## src/rtl/phase_decoder.sv

```systemverilog
// phase_decoder: samples the {instr_clock, mem_clock} phase pair from the
// multi-phase clock generator and turns the four-phase ring into one-cycle
// stage strobes. It also watches the ring for illegal transitions and stalls,
// and counts completed instruction cycles.
module phase_decoder #(
  parameter int CNT_WIDTH = 16,
  parameter int MAX_HOLD  = 4
) (
  input  logic                 clk,
  input  logic                 reset_n,
  input  logic                 instr_clock,
  input  logic                 mem_clock,
  input  logic                 clear_error,
  output logic                 decode_stb,
  output logic                 load_stb,
  output logic                 exec_stb,
  output logic                 fetch_stb,
  output logic                 locked,
  output logic                 seq_error,
  output logic [1:0]           err_code,
  output logic [CNT_WIDTH-1:0] cycle_count
);

  localparam int HW = (MAX_HOLD < 1) ? 1 : $clog2(MAX_HOLD + 1);
  localparam logic [HW-1:0] HOLD_LAST = HW'(MAX_HOLD - 1);

  localparam logic [1:0] ERR_NONE    = 2'b00;
  localparam logic [1:0] ERR_ILLEGAL = 2'b01;
  localparam logic [1:0] ERR_TIMEOUT = 2'b10;

  typedef enum logic [2:0] {
    UNSYNC = 3'd0,
    S_IDLE = 3'd1,
    S_IH   = 3'd2,
    S_MH   = 3'd3,
    S_ML   = 3'd4
  } state_e;

  state_e               state_q, state_d;
  logic [HW-1:0]        hold_q, hold_d;
  logic [3:0]           stb_q, stb_d;      // {decode, load, exec, fetch}
  logic                 locked_q, locked_d;
  logic                 seqError_q, seqError_d;
  logic [1:0]           errCode_q, errCode_d;
  logic [CNT_WIDTH-1:0] count_q, count_d;

  logic [1:0] pair;
  logic [1:0] holdPair;
  logic [1:0] advPair;
  logic [3:0] advStb;
  state_e     advState;
  logic       holdCounts;
  logic       errEvent;
  logic [1:0] errNew;

  assign pair = {instr_clock, mem_clock};

  // Per-state ring table: which pair is a hold, which pair advances, where the
  // advance goes and which strobe it fires.
  always_comb begin
    holdPair   = 2'b00;
    advPair    = 2'b10;
    advState   = S_IH;
    advStb     = 4'b0000;
    holdCounts = 1'b0;
    case (state_q)
      S_IDLE: begin
        holdPair   = 2'b00;
        advPair    = 2'b10;
        advState   = S_IH;
        advStb     = 4'b1000;
        holdCounts = 1'b0;
      end
      S_IH: begin
        holdPair   = 2'b10;
        advPair    = 2'b11;
        advState   = S_MH;
        advStb     = 4'b0100;
        holdCounts = 1'b1;
      end
      S_MH: begin
        holdPair   = 2'b11;
        advPair    = 2'b10;
        advState   = S_ML;
        advStb     = 4'b0010;
        holdCounts = 1'b1;
      end
      S_ML: begin
        holdPair   = 2'b10;
        advPair    = 2'b00;
        advState   = S_IDLE;
        advStb     = 4'b0001;
        holdCounts = 1'b1;
      end
      default: begin
        holdPair   = 2'b00;
        advPair    = 2'b00;
        advState   = S_IDLE;
        advStb     = 4'b0000;
        holdCounts = 1'b0;
      end
    endcase
  end

  // Next-state decision: resync, advance, hold/timeout or illegal transition,
  // followed by the sticky first-error-wins flag handling.
  always_comb begin
    state_d  = state_q;
    hold_d   = hold_q;
    stb_d    = 4'b0000;
    locked_d = locked_q;
    count_d  = count_q;
    errEvent = 1'b0;
    errNew   = ERR_NONE;

    if (state_q == UNSYNC) begin
      hold_d = '0;
      if (pair == 2'b00) begin
        state_d = S_IDLE;
      end
    end else if (pair == advPair) begin
      state_d = advState;
      stb_d   = advStb;
      hold_d  = '0;
      if (state_q == S_ML) begin
        locked_d = 1'b1;
        count_d  = count_q + CNT_WIDTH'(1);
      end
    end else if (pair == holdPair) begin
      if (holdCounts) begin
        if (hold_q == HOLD_LAST) begin
          errEvent = 1'b1;
          errNew   = ERR_TIMEOUT;
          state_d  = UNSYNC;
          locked_d = 1'b0;
          hold_d   = '0;
        end else begin
          hold_d = hold_q + HW'(1);
        end
      end
    end else begin
      errEvent = 1'b1;
      errNew   = ERR_ILLEGAL;
      state_d  = UNSYNC;
      locked_d = 1'b0;
      hold_d   = '0;
    end

    seqError_d = seqError_q;
    errCode_d  = errCode_q;
    if (errEvent) begin
      seqError_d = 1'b1;
      if (!seqError_q || clear_error) begin
        errCode_d = errNew;
      end
    end else if (clear_error) begin
      seqError_d = 1'b0;
      errCode_d  = ERR_NONE;
    end
  end

  // State and registered outputs, all cleared asynchronously by reset_n.
  always_ff @(posedge clk or negedge reset_n) begin
    if (!reset_n) begin
      state_q    <= UNSYNC;
      hold_q     <= '0;
      stb_q      <= 4'b0000;
      locked_q   <= 1'b0;
      seqError_q <= 1'b0;
      errCode_q  <= ERR_NONE;
      count_q    <= '0;
    end else begin
      state_q    <= state_d;
      hold_q     <= hold_d;
      stb_q      <= stb_d;
      locked_q   <= locked_d;
      seqError_q <= seqError_d;
      errCode_q  <= errCode_d;
      count_q    <= count_d;
    end
  end

  assign decode_stb  = stb_q[3];
  assign load_stb    = stb_q[2];
  assign exec_stb    = stb_q[1];
  assign fetch_stb   = stb_q[0];
  assign locked      = locked_q;
  assign seq_error   = seqError_q;
  assign err_code    = errCode_q;
  assign cycle_count = count_q;

endmodule
```

## config.mk

```make
export PLATFORM = sky130hd
export DESIGN_NAME = phase_decoder
export DESIGN_NICKNAME = d
export VERILOG_FILES = /design/src/rtl/phase_decoder.sv
export SDC_FILE = /design/constraint.sdc
export NUM_CORES = 1
export LEC_CHECK = 0
export BUFFER_PORTS_ARGS = -buffer_cell sky130_fd_sc_hd__buf_2
export CAP_MARGIN = 0
export CORE_MARGIN = 3
export CORE_UTILIZATION = 40
export DETAILED_ROUTE_END_ITERATION = 10
export PLACE_DENSITY_LB_ADDON = 0.08
export RECOVER_POWER = 25
export SYNTH_ARGS = -nofsm -noshare
export SYNTH_HDL_FRONTEND = slang
export SYNTH_SLANG_ARGS = --single-unit
```

## constraint.sdc

```tcl
create_clock -name clk -period 4.65 [get_ports clk]
set_input_delay 1.395 -clock clk [delete_from_list [all_inputs] [get_ports clk]]
set_output_delay 1.395 -clock clk [all_outputs]
set_load 0.05 [all_outputs]
```

==> out/qor.yml, run 1 <==
run_status:
  status: "finished with violations"
  violations: "max-capacitance violations, max-slew violations"
clock_network:
  cts_resized: 0
  postCtsSetupRepairBufs: 0
  htreeDepth: 2
  ctsHoldBuffers: 0
  clockRootBuffer: "clkbuf_8"
  clk_latency_ns: 0.28
  clkTransAtPathRegs_ns: 0.07
  clk_path_buf_depth: 2
  cts_tree: "done"
  cts_made_buffers: 5
  cts.sinks: 30
timing:
  fin_skew_ns: 0.00699
  worst_slew_pin_slew_ns: 1.61
  maxSlewHeadroom: -0.0720
  fin_crit_sh: 0.526
  timing.final.hold_violations: 0
  finalMaxSlewViolations: 31
  period_minus_slack_ns: 2.45
  rsz0062_at_grt: "no"
  fmax_ghz: 0.409
  setup_viol: 0
  fin_setup_tns_ns: 0
yosys:
  ys_seq_area_frac: 0.465
  ys.flop_type: "dfrtp_1"
  synth-seq-cells: 30
  synth_area_leaders: "dfrtp_1, xnor2_1, xor2_1"
  postSynthAreaPerCell_um2: 10.4
  syn_inst: 155
  synthDistinctLibCells: 50
  synth_top_cell_area_share: 0.465
  syn_area_um2: 1610
  synth_fp_nets: 162
  synth-edff-count: 0
  ys_async_sr_fraction: 1.00
  synth_warnings: 0
  yosys.area.top_type: "dfrtp_1"
route:
  ant_nets: 0
  vias: 1197
  wl_per_cell_um: 13.6
  avgViaCountPerCell: 5.20
  drt_iter0_markers: 35
  firstDrtPassIters: 4
  drc: 0
  totalWireLength_um: 3140
worst_setup_path:
  critical_path_buf_inv_count: 1
  worst_ep_arrival_time_ns: 2.54
  critPathSlowestCell: "clkbuf_1"
  crit_fanout: 30
  cp_slowest_stage_delay_ns: 1.14
  path_class: "input port to asynchronous set/reset pin"
  required_ns: 4.75
  cp-start-kind: "input port"
  crit_path_cell_trace: "clkbuf_1"
  critPathTopFamily: "buffers and inverters"
  end_kind: "asynchronous set/reset pin"
placed_design:
  place_congestion: 0.791
  dp_hpwl_um: 2190
  placed_cells: 222
  port_buffers: 28
final_layout:
  drive_above_1_share: 0.242
  fin_cells: 230
  layout_common_cells: "dfrtp_1, buf_2, inv_1, nand2_1, xnor2_1"
  utilization: 0.490
  nets: 188
  n_antenna_cell: 0
  fill_cells: 368
  layout_commonest_cell: "dfrtp_1"
  area_growth_pct: 14.6
die:
  core_um2: 3770
  rows: 22
  ios: 29
  die_x_um: 69.5
  initial_core_util: 0.428
  fp.dieH_um: 69.5
  dieArea_um2: 4830
min_path:
  hold_class: "flop to flop"
power:
  p_per_area_nw_per_um2: 298
  peakVddDrop_mv: 0.130
  p_leak_uw: 0.000935
global_routing:
  antenna_found_initial: 0
  grt_pass1_vias: 1117
  gr-total-overflow: 0
  grt.total_usage: 0.143
  grt_pass1_wl_um: 5450
  grt_max_degree: 31
flow_run:
  max_cap_violations: 1
sequential cells by signal (all words and copies together), names as in the netlist:
| register | count |
|---|---|
| state_q | 3 |
| err_code | 2 |
| hold_q | 3 |
| stb_q | 4 |
| cycle_count | 16 |
| seq_error | 1 |
| locked | 1 |
layout make-up:
| class | count | area, um2 | area share |
|---|---|---|---|
| flip-flops and latches | 30 | 751 | 0.406 |
| clock inverters | 1 | 5.00 | 0.00271 |
| clock buffers | 7 | 86.3 | 0.0467 |
| repair buffers | 28 | 139 | 0.0752 |
| multi-input cells | 106 | 769 | 0.416 |
| well taps | 48 | 60.1 | 0.0325 |
| inverters | 10 | 37.5 | 0.0203 |
per-stage QoR:
step / hold WS, ns / cell area [um2] / setup WS [ns] / power (uW)
3_5_place_dp: 0.468 / 1760 / 1.93 / 341
4_1_cts: 0.479 / 1850 / 2.22 / 559
3_3_place_gp: 0.453 / 1760 / 1.98 / 340
6_report: 0.473 / 1850 / 2.20 / 550
5_1_grt: 0.504 / 1850 / 1.80 / 581
2_1_floorplan: 0.454 / 1610 / 2.15 / 326
report_power, final:
part	leakage [uW]	internal, uW	switching (uW)	total [uW]
Combinational	0.000478	19.1	39.9	59.0
Clock	0.0000482	119	95.3	214
Sequential	0.000409	267	9.78	277
cell usage after synthesis (2+ instances only):
cell      number
a32o_1         2
nor2b_1        4
nand3_1        6
buf_4          2
buf_2          5
and3_1         6
xor2_1         8
nand4_1        2
o21ai_0        8
nand2b_1       2
and4_1         2
nand2_1       10
ha_1           2
o311a_1        2
nor3_2         2
nor3_1         2
xnor2_1        9
nor2_1         8
dfrtp_1       30
inv_1         10
a21o_1         4
kinds of logic (layout without fill, tap and decap cells):
| group | after synthesis | after routing | share of synthesized area |
|---|---|---|---|
| mux | 2 | 2 | 0.0132 |
| simple gates | 56 | 56 | 0.216 |
| compound gates | 28 | 28 | 0.133 |
| fa+ha+maj | 3 | 3 | 0.0217 |
| xor+xnor | 17 | 17 | 0.0923 |
| flops | 30 | 30 | 0.465 |
| buf+inv | 19 | 46 | 0.0574 |
final timing paths:
kind                       slack, ns  cells past startpoint               to            start
max                             2.20                      1   cycle_count[6]          reset_n
min                             0.47                      1  cycle_count[15]  cycle_count[15]
max reg2reg                     2.89                      4  cycle_count[14]       state_q[2]
min reg2reg                     0.47                      1  cycle_count[15]  cycle_count[15]
max in group clk                2.22                      1   cycle_count[7]   cycle_count[7]
min in group asynchronous       1.51                      1  cycle_count[11]          reset_n
layer usage:
layer,GRT usage,vias to the layer above,wire [um]
met2,0.202,23,1430
met1,0.194,577,1540
met5,0,-,0
met4,0.0521,0,17
li1,-,595,-
met3,0.0594,2,151
No activity file was read; power rests on OpenSTA's default activity.
==> run 2: changes to the inputs <==
--- a/config.mk
+++ b/config.mk
@@ -5,6 +5,7 @@
 export SDC_FILE = /design/constraint.sdc
 export NUM_CORES = 1
 export LEC_CHECK = 0
+export ABC_AREA = 1
 export BUFFER_PORTS_ARGS = -buffer_cell sky130_fd_sc_hd__buf_2
 export CAP_MARGIN = 0
 export CORE_MARGIN = 3
==> constraint.sdc (replaced) <==
create_clock -name clk -period 2.1 [get_ports clk]
set_input_delay 0.63 -clock clk [delete_from_list [all_inputs] [get_ports clk]]
set_output_delay 0.63 -clock clk [all_outputs]
set_load 0.05 [all_outputs]
==> out/qor.yml, run 2 <==
die:
  fp.dieH_um: 67.1
  initial_core_util: 0.431
  core_um2: 3470
  rows: 21
  dieArea_um2: 4510
  ios: 29
  die_x_um: 67.1
placed_design:
  placed_cells: 252
  place_congestion: 0.818
  dp_hpwl_um: 2210
  port_buffers: 28
yosys:
  postSynthAreaPerCell_um2: 8.40
  ys_async_sr_fraction: 1.00
  syn_area_um2: 1500
  yosys.area.top_type: "dfrtp_1"
  synth_top_cell_area_share: 0.502
  synth-edff-count: 0
  synth_fp_nets: 185
  synthTopCellsByCount: "nand2_1, dfrtp_1, inv_1"
  syn_inst: 178
  synth_warnings: 0
  ys.flop_type: "dfrtp_1"
  yosysMostFrequentCell: "nand2_1"
  synth-seq-cells: 30
  synthDistinctLibCells: 23
  synth_area_leaders: "dfrtp_1, nand2_1, nand3_1"
  ys_seq_area_frac: 0.502
worst_setup_path:
  rr_worst_depth: 8
  cpMostUsedCell: "nand2_1"
  cp-startpoint: "state_q[0]"
  path_class: "flop to flop"
  end_kind: "flop"
  cp-start-kind: "flop"
  required_ns: 2.27
  cp_slowest_stage_delay_ns: 0.44
  worst_ep_arrival_time_ns: 1.87
  crit_path_cell_trace: "nor2_1 > nand4_2 > nor2_1 > nand2_1 > nor3_2 > nand2_1 > nand2_1 > nand2_1"
  r2r_start: "state_q[0]"
  critPathSlowestCell: "dfrtp_1"
  crit_fanout: 7
run_status:
  status: "finished with violations"
  violations: "max-capacitance violations, max-slew violations"
final_layout:
  area_growth_pct: 19.2
  fin_cells: 260
  drive_above_1_share: 0.210
  layout_common_cells: "nand2_1, dfrtp_1, buf_2"
  largest_reg_flops: 16
  nets: 220
  n_antenna_cell: 0
  utilization: 0.514
  layout_commonest_cell: "nand2_1"
global_routing:
  gr-total-overflow: 0
  grt.total_usage: 0.158
  antenna_found_initial: 0
  grt_pass1_wl_um: 5310
  grt_pass1_vias: 1221
  grt_max_degree: 31
min_path:
  hp-start: "cycle_count[15]"
  hold_depth: 1
  hold_class: "flop to flop"
timing:
  fin_setup_tns_ns: 0
  fin_crit_sh: 0.806
  fin_skew_ns: 0.00734
  timing.final.hold_violations: 0
  rsz0062_at_grt: "no"
  maxSlewHeadroom: -0.0450
  setup_viol: 0
  fmax_ghz: 0.591
  finalMaxSlewViolations: 31
  period_minus_slack_ns: 1.69
  worst_slew_pin_slew_ns: 1.57
power:
  power.internal_uw: 1060
  pwr-share-seq: 0.406
  clkPwrFrac: 0.270
  power_uw: 1740
  pwr-share-comb: 0.325
  switching_share: 0.388
  p_sw_uw: 675
  peakVddDrop_mv: 0.629
  p_leak_uw: 0.000986
  p_per_area_nw_per_um2: 976
clock_network:
  clockRootBuffer: "clkbuf_8"
  cts_tree: "done"
  cts.sinks: 30
  ctsHoldBuffers: 0
  cts_made_buffers: 5
  clk_latency_ns: 0.28
  clkTransAtPathRegs_ns: 0.06
  clk_path_buf_depth: 2
  postCtsSetupRepairBufs: 0
  cts_resized: 0
  htreeDepth: 2
route:
  avgViaCountPerCell: 4.82
  drc: 0
  drt_iter0_markers: 68
  totalWireLength_um: 2930
  vias: 1254
  wl_per_cell_um: 11.3
  firstDrtPassIters: 4
  ant_nets: 0
flow_run:
  max_cap_violations: 1
## run 2: cell count changes after synthesis, sizes merged, moves of 3 or more
cell | before | now
a21oi | 1 | 5
nand2 | 10 | 55
o21ai | 8 | 3
a21o | 4 | 0
nor2 | 8 | 19
nand3 | 6 | 16
xnor2 | 9 | 6
buf | 8 | 0
and3 | 6 | 0
nor2b | 5 | 0
inv | 10 | 22
## run 2: critical path, delay by kind of cell, from the launching register on
| family | cells | cell delay [ns] |
|---|---|---|
| DFF | 1 | 0.44 |
| and+or+nand+nor | 8 | 1.15 |
## run 2: path summary, 6_finish.rpt
check | to | slack, ns
max | cycle_count[13] | 0.41
min | cycle_count[15] | 0.48
max reg2reg | cycle_count[13] | 0.41
min reg2reg | cycle_count[15] | 0.48
max in group asynchronous | state_q[2] | 0.45
min in group asynchronous | hold_q[2] | 0.73
## run 2: per-layer routing
layer | global-route usage | vias to the layer above | wire length (um)
met3 | 0.0516 | 4 | 169
li1 | - | 636 | -
met4 | 0.0684 | 0 | 37
met2 | 0.227 | 31 | 1250
met5 | 0 | - | 0
met1 | 0.215 | 583 | 1470
## run 2: final cells by class
| cell class | count | area [um2] |
|---|---|---|
| Clock buffer | 7 | 86.3 |
| Clock inverter | 1 | 5.00 |
| Fill cell | 361 | 1690 |
| Inverter | 22 | 82.6 |
| Multi-Input combinational cell | 126 | 662 |
| Sequential cell | 30 | 751 |
| Tap cell | 46 | 57.6 |
| Timing Repair Buffer | 28 | 139 |
## run 2: cells by family (layout without fill, tap and decap cells)
group / after synthesis / count (layout) / synth area share
buffers and inverters: 22 / 58 / 0.0552
XOR/XNOR: 12 / 12 / 0.0703
AO/OA/AOI/OAI: 11 / 11 / 0.0494
adder cells (fa/ha/maj): 2 / 2 / 0.0167
AND/OR/NAND/NOR: 101 / 101 / 0.306
flip-flops: 30 / 30 / 0.502
## run 2: power by group through the flow
stage | Clock, uW | Sequential (uW) | Combinational (uW)
after floorplan | 0 | 833 | 316
after global placement | 0 | 713 | 556
after detailed placement | 0 | 713 | 568
after CTS | 492 | 706 | 570
after global routing | 516 | 716 | 644
final | 469 | 706 | 565
## run 2: stage by stage
step | hold slack, ns | setup WS (ns) | instance area [um2]
finish | 0.479 | 0.407 | 1780
global route | 0.507 | 0.0938 | 1780
CTS | 0.406 | 0.405 | 1780
detailed placement | 0.478 | 0.141 | 1690
global placement | 0.459 | 0.225 | 1690
floorplan | 0.334 | 0.463 | 1500
